--- config.mk ---
export PLATFORM = sky130hd
export DESIGN_NAME = inst_fetch_flat
export DESIGN_NICKNAME = d
export VERILOG_FILES = /design/src/rtl/inst_fetch_pkg.sv /design/src/rtl/inst_fetch_if.sv /design/src/rtl/inst_fetch_fetch_buf.sv /design/src/rtl/inst_fetch.sv /design/src/flat_wrapper.sv
export SDC_FILE = /design/constraint.sdc
export NUM_CORES = 1
export LEC_CHECK = 0
export BUFFER_PORTS_ARGS = -buffer_cell sky130_fd_sc_hd__buf_4
export CORE_MARGIN = 8
export CORE_UTILIZATION = 25
export DETAILED_ROUTE_END_ITERATION = 16
export GPL_ROUTABILITY_DRIVEN = 0
export PLACE_DENSITY = 0.42
export REMOVE_ABC_BUFFERS = 1
export SYNTH_ARGS = -nofsm -noshare
export SYNTH_HDL_FRONTEND = slang
export SYNTH_HIERARCHICAL = 1
export SYNTH_SLANG_ARGS = --single-unit
--- constraint.sdc ---
create_clock -name clk -period 3 [get_ports clk]
set_clock_uncertainty 0.05 [all_clocks]
set_input_delay 0.45 -clock clk [delete_from_list [all_inputs] [get_ports clk]]
set_output_delay 0.45 -clock clk [all_outputs]
set_load 0.02 [all_outputs]
--- src/rtl/inst_fetch_pkg.sv ---
// Shared definitions for the instruction fetch stage.
// Bus widths, reset PC, PC increment, fetch-address exception code and the
// fetch buffer entry type.
package inst_fetch_pkg;

  localparam int unsigned InstAddrW = 32;
  localparam int unsigned InstDataW = 32;

  localparam logic [InstAddrW-1:0] ResetPcDefault = 32'hBFC0_0000;
  localparam logic [InstAddrW-1:0] PcIncr         = 32'd4;

  // Exception code for an instruction-fetch address error (AdEL).
  localparam logic [4:0] ExcCodeFetchAddr = 5'h04;

  typedef struct packed {
    logic [InstAddrW-1:0] pc;
    logic [InstDataW-1:0] inst;
    logic                 excp;
  } fetch_entry_t;

  function automatic logic [InstAddrW-1:0] pc_next(input logic [InstAddrW-1:0] pc);
    return pc + PcIncr;
  endfunction

endpackage

--- src/rtl/inst_fetch_if.sv ---
// Fetch stage bus bundle: ROM port, decode handshake and branch redirect.
// master : the fetch stage (drives ROM address/enable and the decode head).
// slave  : the surroundings (ROM, decode, branch unit).
interface inst_fetch_if;
  import inst_fetch_pkg::*;

  logic                 rom_ce_o;
  logic [InstAddrW-1:0] rom_addr_o;
  logic [InstDataW-1:0] rom_data_i;
  logic                 id_valid_o;
  logic                 id_ready_i;
  logic [InstAddrW-1:0] id_pc_o;
  logic [InstDataW-1:0] id_inst_o;
  logic                 id_excp_o;
  logic                 branch_flag_i;
  logic [InstAddrW-1:0] branch_target_i;

  modport master (
    output rom_ce_o, rom_addr_o, id_valid_o, id_pc_o, id_inst_o, id_excp_o,
    input  rom_data_i, id_ready_i, branch_flag_i, branch_target_i
  );

  modport slave (
    input  rom_ce_o, rom_addr_o, id_valid_o, id_pc_o, id_inst_o, id_excp_o,
    output rom_data_i, id_ready_i, branch_flag_i, branch_target_i
  );

endinterface

--- src/rtl/inst_fetch_fetch_buf.sv ---
// fetch_buf: Depth-entry FIFO of {pc, inst, excp} between fetch and decode.
// Ports: clk, rst (sync, active-high, zeroes all entries), push/wdata,
// pop, flush (drops all entries, keeps storage), rdata (head entry register),
// count, full, empty.
module fetch_buf
  import inst_fetch_pkg::*;
#(
  parameter int unsigned Depth = 2
) (
  input  logic                         clk,
  input  logic                         rst,
  input  logic                         push,
  input  logic                         pop,
  input  logic                         flush,
  input  fetch_entry_t                 wdata,
  output fetch_entry_t                 rdata,
  output logic [$clog2(Depth+1)-1:0]   count,
  output logic                         full,
  output logic                         empty
);

  localparam int unsigned PtrW = $clog2(Depth);
  localparam int unsigned CntW = $clog2(Depth + 1);

  fetch_entry_t    mem_q [Depth];
  logic [PtrW-1:0] wr_ptr_q, rd_ptr_q;
  logic [CntW-1:0] count_q;

  function automatic logic [PtrW-1:0] ptr_inc(input logic [PtrW-1:0] p);
    return (p == PtrW'(Depth - 1)) ? '0 : p + PtrW'(1);
  endfunction

  always_ff @(posedge clk) begin
    if (rst) begin
      wr_ptr_q <= '0;
      rd_ptr_q <= '0;
      count_q  <= '0;
      for (int i = 0; i < int'(Depth); i++) begin
        mem_q[i] <= '0;
      end
    end else if (flush) begin
      wr_ptr_q <= '0;
      rd_ptr_q <= '0;
      count_q  <= '0;
    end else begin
      // When full, push is only offered together with pop, so the write
      // lands in the slot being vacated this cycle.
      if (push) begin
        mem_q[wr_ptr_q] <= wdata;
        wr_ptr_q        <= ptr_inc(wr_ptr_q);
      end
      if (pop) begin
        rd_ptr_q <= ptr_inc(rd_ptr_q);
      end
      unique case ({push, pop})
        2'b10:   count_q <= count_q + CntW'(1);
        2'b01:   count_q <= count_q - CntW'(1);
        default: count_q <= count_q;
      endcase
    end
  end

  assign rdata = mem_q[rd_ptr_q];
  assign count = count_q;
  assign full  = (count_q == CntW'(Depth));
  assign empty = (count_q == '0);

endmodule

--- src/rtl/inst_fetch.sv ---
// inst_fetch: PC register, ROM read control and decode handshake.
// Ports: clk, rst (sync, active-high), bus (inst_fetch_if.master: ROM port,
// decode valid/ready with head {pc, inst, excp}, branch redirect).
// Optional feature: INST_FETCH_ALIGN_CHECK_EN turns a misaligned fetch into
// an exception entry and halts fetching until a redirect or reset.
module inst_fetch
  import inst_fetch_pkg::*;
#(
  parameter logic [InstAddrW-1:0] RESET_PC  = ResetPcDefault,
  parameter int unsigned          BUF_DEPTH = 2
) (
  input  logic         clk,
  input  logic         rst,
  inst_fetch_if.master bus
);

  localparam int unsigned CntW = $clog2(BUF_DEPTH + 1);

  logic [InstAddrW-1:0] pc_q, pc_d;
  logic                 halt;
  logic                 push, pop;
  logic                 buf_full, buf_empty;
  logic [CntW-1:0]      buf_count;
  fetch_entry_t         wr_entry, head;

  // Count is not needed here: full/empty cover every decision.
  logic unused_count;
  assign unused_count = ^buf_count;

  // A redirect discards the head, so it never counts as a pop.
  assign pop  = bus.id_valid_o & bus.id_ready_i & ~bus.branch_flag_i;
  assign push = ~rst & ~halt & ~bus.branch_flag_i & (~buf_full | pop);

`ifdef INST_FETCH_ALIGN_CHECK_EN
  logic misaligned;
  logic halt_q;

  assign misaligned = (pc_q[1:0] != 2'b00);

  always_ff @(posedge clk) begin
    if (rst) begin
      halt_q <= 1'b0;
    end else if (bus.branch_flag_i) begin
      halt_q <= 1'b0;
    end else if (push && misaligned) begin
      halt_q <= 1'b1;
    end
  end

  assign halt     = halt_q;
  assign wr_entry = '{pc: pc_q, inst: misaligned ? '0 : bus.rom_data_i, excp: misaligned};
  assign bus.id_excp_o = ~rst & head.excp;
`else
  logic unused_head_excp;
  assign unused_head_excp = head.excp;

  assign halt     = 1'b0;
  assign wr_entry = '{pc: pc_q, inst: bus.rom_data_i, excp: 1'b0};
  assign bus.id_excp_o = 1'b0;
`endif

  always_comb begin
    pc_d = pc_q;
    if (rst) begin
      pc_d = RESET_PC;
    end else if (bus.branch_flag_i) begin
      pc_d = bus.branch_target_i;
    end else if (push) begin
      pc_d = pc_next(pc_q);
    end
  end

  always_ff @(posedge clk) begin
    pc_q <= pc_d;
  end

  fetch_buf #(
    .Depth (BUF_DEPTH)
  ) u_fetch_buf (
    .clk   (clk),
    .rst   (rst),
    .push  (push),
    .pop   (pop),
    .flush (bus.branch_flag_i),
    .wdata (wr_entry),
    .rdata (head),
    .count (buf_count),
    .full  (buf_full),
    .empty (buf_empty)
  );

  // Outputs show reset values already in the cycle rst is asserted.
  assign bus.rom_ce_o   = push;
  assign bus.rom_addr_o = rst ? RESET_PC : pc_q;
  assign bus.id_valid_o = ~rst & ~buf_empty;
  assign bus.id_pc_o    = rst ? '0 : head.pc;
  assign bus.id_inst_o  = rst ? '0 : head.inst;

endmodule

--- src/flat_wrapper.sv ---
// flat-port wrapper written by rule: the top's interface ports become plain ports
module inst_fetch_flat import inst_fetch_pkg::*;
#(
  parameter logic [InstAddrW-1:0] RESET_PC  = ResetPcDefault,
  parameter int unsigned          BUF_DEPTH = 2
)
  (clk, rst, bus_rom_ce_o, bus_rom_addr_o, bus_id_valid_o, bus_id_pc_o, bus_id_inst_o, bus_id_excp_o, bus_rom_data_i, bus_id_ready_i, bus_branch_flag_i, bus_branch_target_i);
  inst_fetch_if bus_i ();
  input  logic clk;
  input  logic rst;
  output wire logic [$bits(bus_i.rom_ce_o)-1:0] bus_rom_ce_o;
  output wire logic [$bits(bus_i.rom_addr_o)-1:0] bus_rom_addr_o;
  output wire logic [$bits(bus_i.id_valid_o)-1:0] bus_id_valid_o;
  output wire logic [$bits(bus_i.id_pc_o)-1:0] bus_id_pc_o;
  output wire logic [$bits(bus_i.id_inst_o)-1:0] bus_id_inst_o;
  output wire logic [$bits(bus_i.id_excp_o)-1:0] bus_id_excp_o;
  input wire logic [$bits(bus_i.rom_data_i)-1:0] bus_rom_data_i;
  input wire logic [$bits(bus_i.id_ready_i)-1:0] bus_id_ready_i;
  input wire logic [$bits(bus_i.branch_flag_i)-1:0] bus_branch_flag_i;
  input wire logic [$bits(bus_i.branch_target_i)-1:0] bus_branch_target_i;
  assign bus_rom_ce_o = bus_i.rom_ce_o;
  assign bus_rom_addr_o = bus_i.rom_addr_o;
  assign bus_id_valid_o = bus_i.id_valid_o;
  assign bus_id_pc_o = bus_i.id_pc_o;
  assign bus_id_inst_o = bus_i.id_inst_o;
  assign bus_id_excp_o = bus_i.id_excp_o;
  assign bus_i.rom_data_i = bus_rom_data_i;
  assign bus_i.id_ready_i = bus_id_ready_i;
  assign bus_i.branch_flag_i = bus_branch_flag_i;
  assign bus_i.branch_target_i = bus_branch_target_i;
  inst_fetch #(.RESET_PC(RESET_PC), .BUF_DEPTH(BUF_DEPTH)) u_core (.clk(clk), .rst(rst), .bus(bus_i));
endmodule
==> results of run 1 <==
-- cell usage in the layout, fill, tap and decap left out, types with 3 or more instances in the layout --
cell	instances
a211oi_1	10
a21oi_1	13
a311oi_1	3
and3_1	134
buf_12	4
buf_4	173
bufinv_16	3
clkbuf_16	17
clkinv_4	4
dfxtp_1	36
edfxtp_1	128
inv_1	4
inv_6	6
mux2_2	64
mux2i_1	3
nand2_1	40
nand3_1	10
nand4_1	7
nor2_1	22
nor2b_1	87
nor3_1	9
nor4_1	7
o21a_1	3
o21ai_0	7
o21ai_1	4
or2_2	9
or3_1	4
or4_1	3
xnor2_1	16
xor2_1	11
-- where the power goes --
| group | internal (mW) | switching (mW) | total (mW) | leakage, nW |
|---|---|---|---|---|
| logic | 0.247 | 0.339 | 0.586 | 2.57 |
| clock network | 1.33 | 0.983 | 2.31 | 0.297 |
| registers | 2.56 | 0.0707 | 2.63 | 1.65 |
-- stage by stage --
step                      hold WS [ns]  setup TNS [ns]  area (sq um)  setup WS [ns]
after detailed placement         0.450               0         10000          0.518
after global routing             0.196               0         10600          0.386
final                            0.207               0         10600          0.535
after floorplan                  0.416         -115.76          8030         -0.934
after global placement           0.438               0         10000          0.553
after CTS                        0.190               0         10600          0.486
-- final timing paths --
check / from / end / slack, ns / depth (start not counted)
max: u_core/u_fetch_buf/count[0] / u_core/u_fetch_buf/mem_q[1][61] / 0.53 / 6
min: bus_branch_target_i[31] / u_core/pc_q[31] / 0.21 / 3
max reg2reg: u_core/u_fetch_buf/count[0] / u_core/u_fetch_buf/mem_q[1][61] / 0.53 / 6
min reg2reg: u_core/u_fetch_buf/count[1] / u_core/u_fetch_buf/count[1] / 0.45 / 2
-- per-layer routing --
layer  global-route usage  vias up
met4               0.0236        2
met1                0.172     2886
met2                0.210      118
met3               0.0332       16
met5                    0        -
li1                     -     2902
-- layout make-up --
type                    instances  share of cell area
flip-flops and latches        165               0.432
multi-input cells             495               0.324
repair buffers                177               0.130
well taps                     448              0.0528
clock buffers                  17              0.0401
clock inverters                15              0.0178
inverters                       7             0.00248
diodes                          1            0.000236
-- critical path: stages, from the launching register on --
cell	delay (ns)
dfxtp_1	0.39
and2b_2	0.31
nand2_1	0.10
nand2_1	0.13
inv_1	0.13
and2_2	0.17
a21o_4	0.75
-- state kept, by name (all words and copies together) (netlist names), named ones only --
register	count
u_core/u_fetch_buf/mem_q	128
u_core/pc_q	32
u_core/u_fetch_buf/count	2
u_core/u_fetch_buf/rd_ptr_q	1
u_core/u_fetch_buf/wr_ptr_q	1
==> summary.md, run 1 <==
| Metric | Value |
|---|---|
| DR iter-0 viols | `roughly 340` |
| Post-synth design cell area | `8370 sq um` |
| Die span in x | `about 200 um` |
| I/O pin total | `between 150 and 200` |
| Setup Crit Path Kind | `reg -> reg` |
| Worst rel slew slack | `0.341` |
| Die ar. | `between 30000 and 40000 sq um` |
| RSZ-0062 raised after global routing | `false` |
| Final #Nets | `~930` |
| H-Tree Depth | `4` |
| Routed Antenna Nets | `0` |
| Post-CTS Setup Inserts | `0` |
| Power Total | `~5.5 mW` |
| First-pass GRT wire length | `between 30000 and 40000 um` |
| Share of layout cells above drive strength 1 | `0.339` |
| Gate count of the mapped netlist | `a little over 700` |
| Largest net degree at the start of global routing | `slightly below 100` |
| Drt total wl | `approximately 26000 um` |
| Actual slew at the worst max-slew pin | `approximately 0.99 ns` |
| Util after Layout | `0.319` |
| DIE HEIGHT | `199 um` |
| Final cell count without fillers | `around 1300` |
| Worst path required time | `between 2 and 3 ns` |
| Met1 wire length | `12200 um` |
| Core ar. | `approximately 33000 sq um` |
| WL/cell | `19.4 um` |
| Period Utilization, post-route | `0.822` |
| Worst min path class | `in -> reg` |
| Ys Warns | `6` |
| Power Density | `about 520 nW/um^2` |
| Syn_area_per_cell | `~12 sq um` |
| Status | `finished clean` |
| Sequential cell area | `about 4600 sq um` |
| WP data arrival | `2.45 ns` |
| Hold Vio Cnt, Final | `0` |
| GR Overflow Total | `0` |
| Setup violations, final | `0` |
| Leak | `between 4 and 5 nW` |
| CTS tree | `done` |
| Critical Path Source Type | `flop` |
| Drt pass-1 iters | `4` |
| DRC | `0` |
| Cell total after placement | `~1300` |
| IR drop worst, VDD | `~0.00037 V` |
| Met3 WL | `1290 um` |
| Area growth from synthesis to layout | `26.8%` |
| Met2 Wirelength | `~12000 um` |
| CTS sink cnt | `roughly 170` |
| Clk slew on worst S/H paths | `about 0.07 ns` |
| Fill count | `~3400` |
| Via Count | `between 5000 and 6000` |
| Vias per cell | `approximately 4.5` |
| Vias in the first global route | `between 6000 and 7000` |
| Hold_buf cts | `0` |
| Max_cap viols | `0` |
| Clock Latency Late Sink | `around 0.42 ns` |
| Final min period | `2.47 ns` |
| Top layer in use | `met5` |
| Dpl hpwl | `around 16000 um` |
| # port buffers | `165` |
| Total GRT Usage | `0.129` |
| Post-cts resize count | `0` |
| CP Max Fanout | `64` |
| Crit end category | `flop` |
| Worst-case clock buffer depth | `2` |
| Root Buffer | `clkbuf_16` |
| Slew Limit Fails | `0` |
| Max Fclk | `around 400 MHz` |
| Initial Util | `0.252` |
| Initial antenna violation count | `1` |
| Multi-input combinational cell area | `roughly 3400 sq um` |
| Rows | `67` |
| TritonCTS buffer count | `17` |
No activity file was read; power rests on OpenSTA's default activity.
==> run 2, diff against run 1 <==
--- a/config.mk
+++ b/config.mk
@@ -5,6 +5,7 @@
 export SDC_FILE = /design/constraint.sdc
 export NUM_CORES = 1
 export LEC_CHECK = 0
+export ABC_AREA = 1
 export BUFFER_PORTS_ARGS = -buffer_cell sky130_fd_sc_hd__buf_4
 export CORE_MARGIN = 8
 export CORE_UTILIZATION = 25
==> constraint.sdc (replaced) <==
create_clock -name clk -period 2 [get_ports clk]
set_clock_uncertainty 0.05 [all_clocks]
set_input_delay 0.3 -clock clk [delete_from_list [all_inputs] [get_ports clk]]
set_output_delay 0.3 -clock clk [all_outputs]
set_load 0.02 [all_outputs]
==> summary.md, run 2 <==
| Metric | Value |
|---|---|
| RSZ-0062 raised after global routing | `true` |
| Die ar. | `40700 sq um (+2.8%)` |
| Cell depth of the worst setup path | `6 (unchanged)` |
| Gate count of the mapped netlist | `998 (+38%)` |
| Status | `finished, violations left` |
| Initial Util | `0.252 (about the same)` |
| Drt total wl | `27700 um (+8.0%)` |
| Die span in x | `202 um (+1.4%)` |
| R2R depth | `8 (+2)` |
| Slowest CP cell | `dfxtp_4` |
| Syn_area_per_cell | `8.64 sq um (-25%)` |
| Commonest cells after routing, fill and taps aside | `222 x nor2_1, 158 x buf_4, 148 x nand2_1` |
| Cell total after placement | `1617 (+25%)` |
| TritonCTS buffer count | `17 (unchanged)` |
| Vias in the first global route | `6965 (+11%)` |
| Flop-to-flop setup slack | `0.22 ns (-0.31 ns)` |
| Failing checks | `setup timing` |
| Final WS setup | `-0.0664 ns (-0.601 ns)` |
| Max incr delay on CP | `0.41 ns (-0.34 ns)` |
| CP Max Fanout | `7 (-89%)` |
| Total GRT Usage | `0.133 (+0.00366)` |
| Max reg flops | `128 (unchanged)` |
| DR iter-0 viols | `305 (-9.2%)` |
| DRC | `0 (unchanged)` |
| Largest Register | `u_core/u_fetch_buf/mem_q` |
| CTS tree | `done` |
| Largest net degree at the start of global routing | `64 (-35%)` |
| Area growth from synthesis to layout | `37.3%` |
| CTS sink cnt | `165 (unchanged)` |
| Antenna cells | `0 (-1)` |
| Leak | `5.18 nW (+15%)` |
| CP endpoint | `bus_id_inst_o[3]` |
| WL/cell | `16.7 um (-14%)` |
| Worst min path class | `in -> reg` |
| Worst-case clock buffer depth | `2 (unchanged)` |
| Critical Path Source Type | `flop` |
| Slew Limit Fails | `0 (unchanged)` |
| Final #Nets | `1261 (+35%)` |
| Post-synth design cell area | `8620 sq um (+3.0%)` |
| H-Tree Depth | `4 (unchanged)` |
| Worst path buffer plus inverter count | `4 (+3)` |
| Crit-path cells | `buf_12 -> clkbuf_16 -> mux2_4 -> inv_2 -> nor2_1 -> buf_4` |
| I/O pin total | `167 (unchanged)` |
| IR drop worst, VDD | `0.000592 V (+59%)` |
| Initial antenna violation count | `0 (-1)` |
| Worst path required time | `1.65 ns (-1.34 ns)` |
| Ys Warns | `6 (unchanged)` |
| DIE HEIGHT | `202 um (+1.4%)` |
| R2R Path Start | `u_core/u_fetch_buf/count[0]` |
| Most common cell after layout, fill and taps aside | `nor2_1` |
| Dpl hpwl | `19500 um (+21%)` |
| Max Fclk | `roughly 480 MHz` |
| FF-to-FF End | `u_core/u_fetch_buf/mem_q[1][56]` |
| # port buffers | `165 (unchanged)` |
| Max_cap viols | `0 (unchanged)` |
| Clk slew on worst S/H paths | `0.07 ns (about the same)` |
| Largest delay share family, worst path | `buffers and inverters` |
| Root Buffer | `clkbuf_16` |
| Clock Latency Late Sink | `0.43 ns (about the same)` |
| Final min period | `approximately 2.1 ns` |
| Setup violations, final | `43 (+43)` |
| Crit end category | `primary output` |
| Core ar. | `34300 sq um (+3.0%)` |
| Vias per cell | `4.17 (-6.7%)` |
| Rows | `68 (+1.5%)` |
| Final cell count without fillers | `1659 (+25%)` |
| Power Density | `711 nW/um^2 (+36%)` |
| GR Overflow Total | `0 (unchanged)` |
| Hold Vio Cnt, Final | `0 (unchanged)` |
| Routed Antenna Nets | `0 (unchanged)` |
| First-pass GRT wire length | `41700 um (+8.3%)` |
| Drt pass-1 iters | `4 (unchanged)` |
| Share of layout cells above drive strength 1 | `0.370 (+0.0306)` |
| Hold_buf cts | `0 (unchanged)` |
| Worst hold slack | `0.0492 ns (-0.158 ns)` |
| Via Count | `6924 (+17%)` |
| Period Utilization, post-route | `1.03` |
| Setup Crit Path Kind | `reg -> out` |
| WP data arrival | `1.72 ns (-0.73 ns)` |
## run 2: cell count changes in the layout (fill, tap and decap cells not counted), moves of 60 or more
cell	delta
nor2_2	+60
inv_1	+125
nand2_1	+108
nor2b_1	-87
nor2_1	+200
and3_1	-134
## run 2: through the flow
step | setup WS, ns | instance area, sq um | TNS (ns) | util | power (mW)
floorplan | -3.09 | 8370 | -500.09 | - | 4.54
global placement | 0.194 | 10600 | 0 | 0.310 | 5.11
detailed placement | 0.201 | 10600 | 0 | 0.310 | 5.12
CTS | -0.116 | 11600 | -5.16 | 0.337 | 8.48
global route | -0.131 | 11800 | -4.98 | 0.345 | 8.78
finish | -0.0664 | 11800 | -0.933 | 0.345 | 8.42
## run 2: worst min-delay path: cells and delay by family
family | cells | cell delay, ns
buf+inv | 1 | 0.08
simple gates | 2 | 0.12
## run 2: power breakdown
part	switching [mW]	internal, mW
combinational	0.677	0.483
sequential	0.0989	3.84
clock	1.54	1.77
## run 2: worst min path at each step
stage / from / endpoint / slack [ns] / cells after the start
floorplan: rst / u_core/pc_q[17] / 0.31 / 1
global placement: u_core/pc_q[1] / u_core/pc_q[1] / 0.42 / 2
detailed placement: u_core/pc_q[1] / u_core/pc_q[1] / 0.42 / 2
CTS: bus_branch_target_i[22] / u_core/pc_q[22] / 0.03 / 3
global route: bus_branch_target_i[22] / u_core/pc_q[22] / 0.04 / 3
finish: bus_branch_target_i[22] / u_core/pc_q[22] / 0.05 / 3
## run 2: area by class of cell
type	count	area [sq um]
clock buffers	17	425
clock inverters	15	163
fillers	3618	22400
inverters	183	692
multi-input cells	609	3410
flip-flops and latches	165	4590
well taps	455	569
repair buffers	215	1990
## run 2: repair_timing
| item | CTS | global route |
|---|---|---|
| cloned | 3 | 2 |
| pin swaps | 0 | 1 |
| buffers inserted | 8 | 1 |
| endpoints found under the setup margin | 58 | 64 |
| gates resized for setup | 59 | 127 |
## run 2: per-layer routing
metal / track usage / vias up / wire, um
li1: - / 3488 / -
met1: 0.174 / 3275 / 13100
met2: 0.220 / 143 / 13200
met3: 0.0310 / 18 / 1150
met4: 0.0264 / 0 / 276
met5: 0 / - / 0
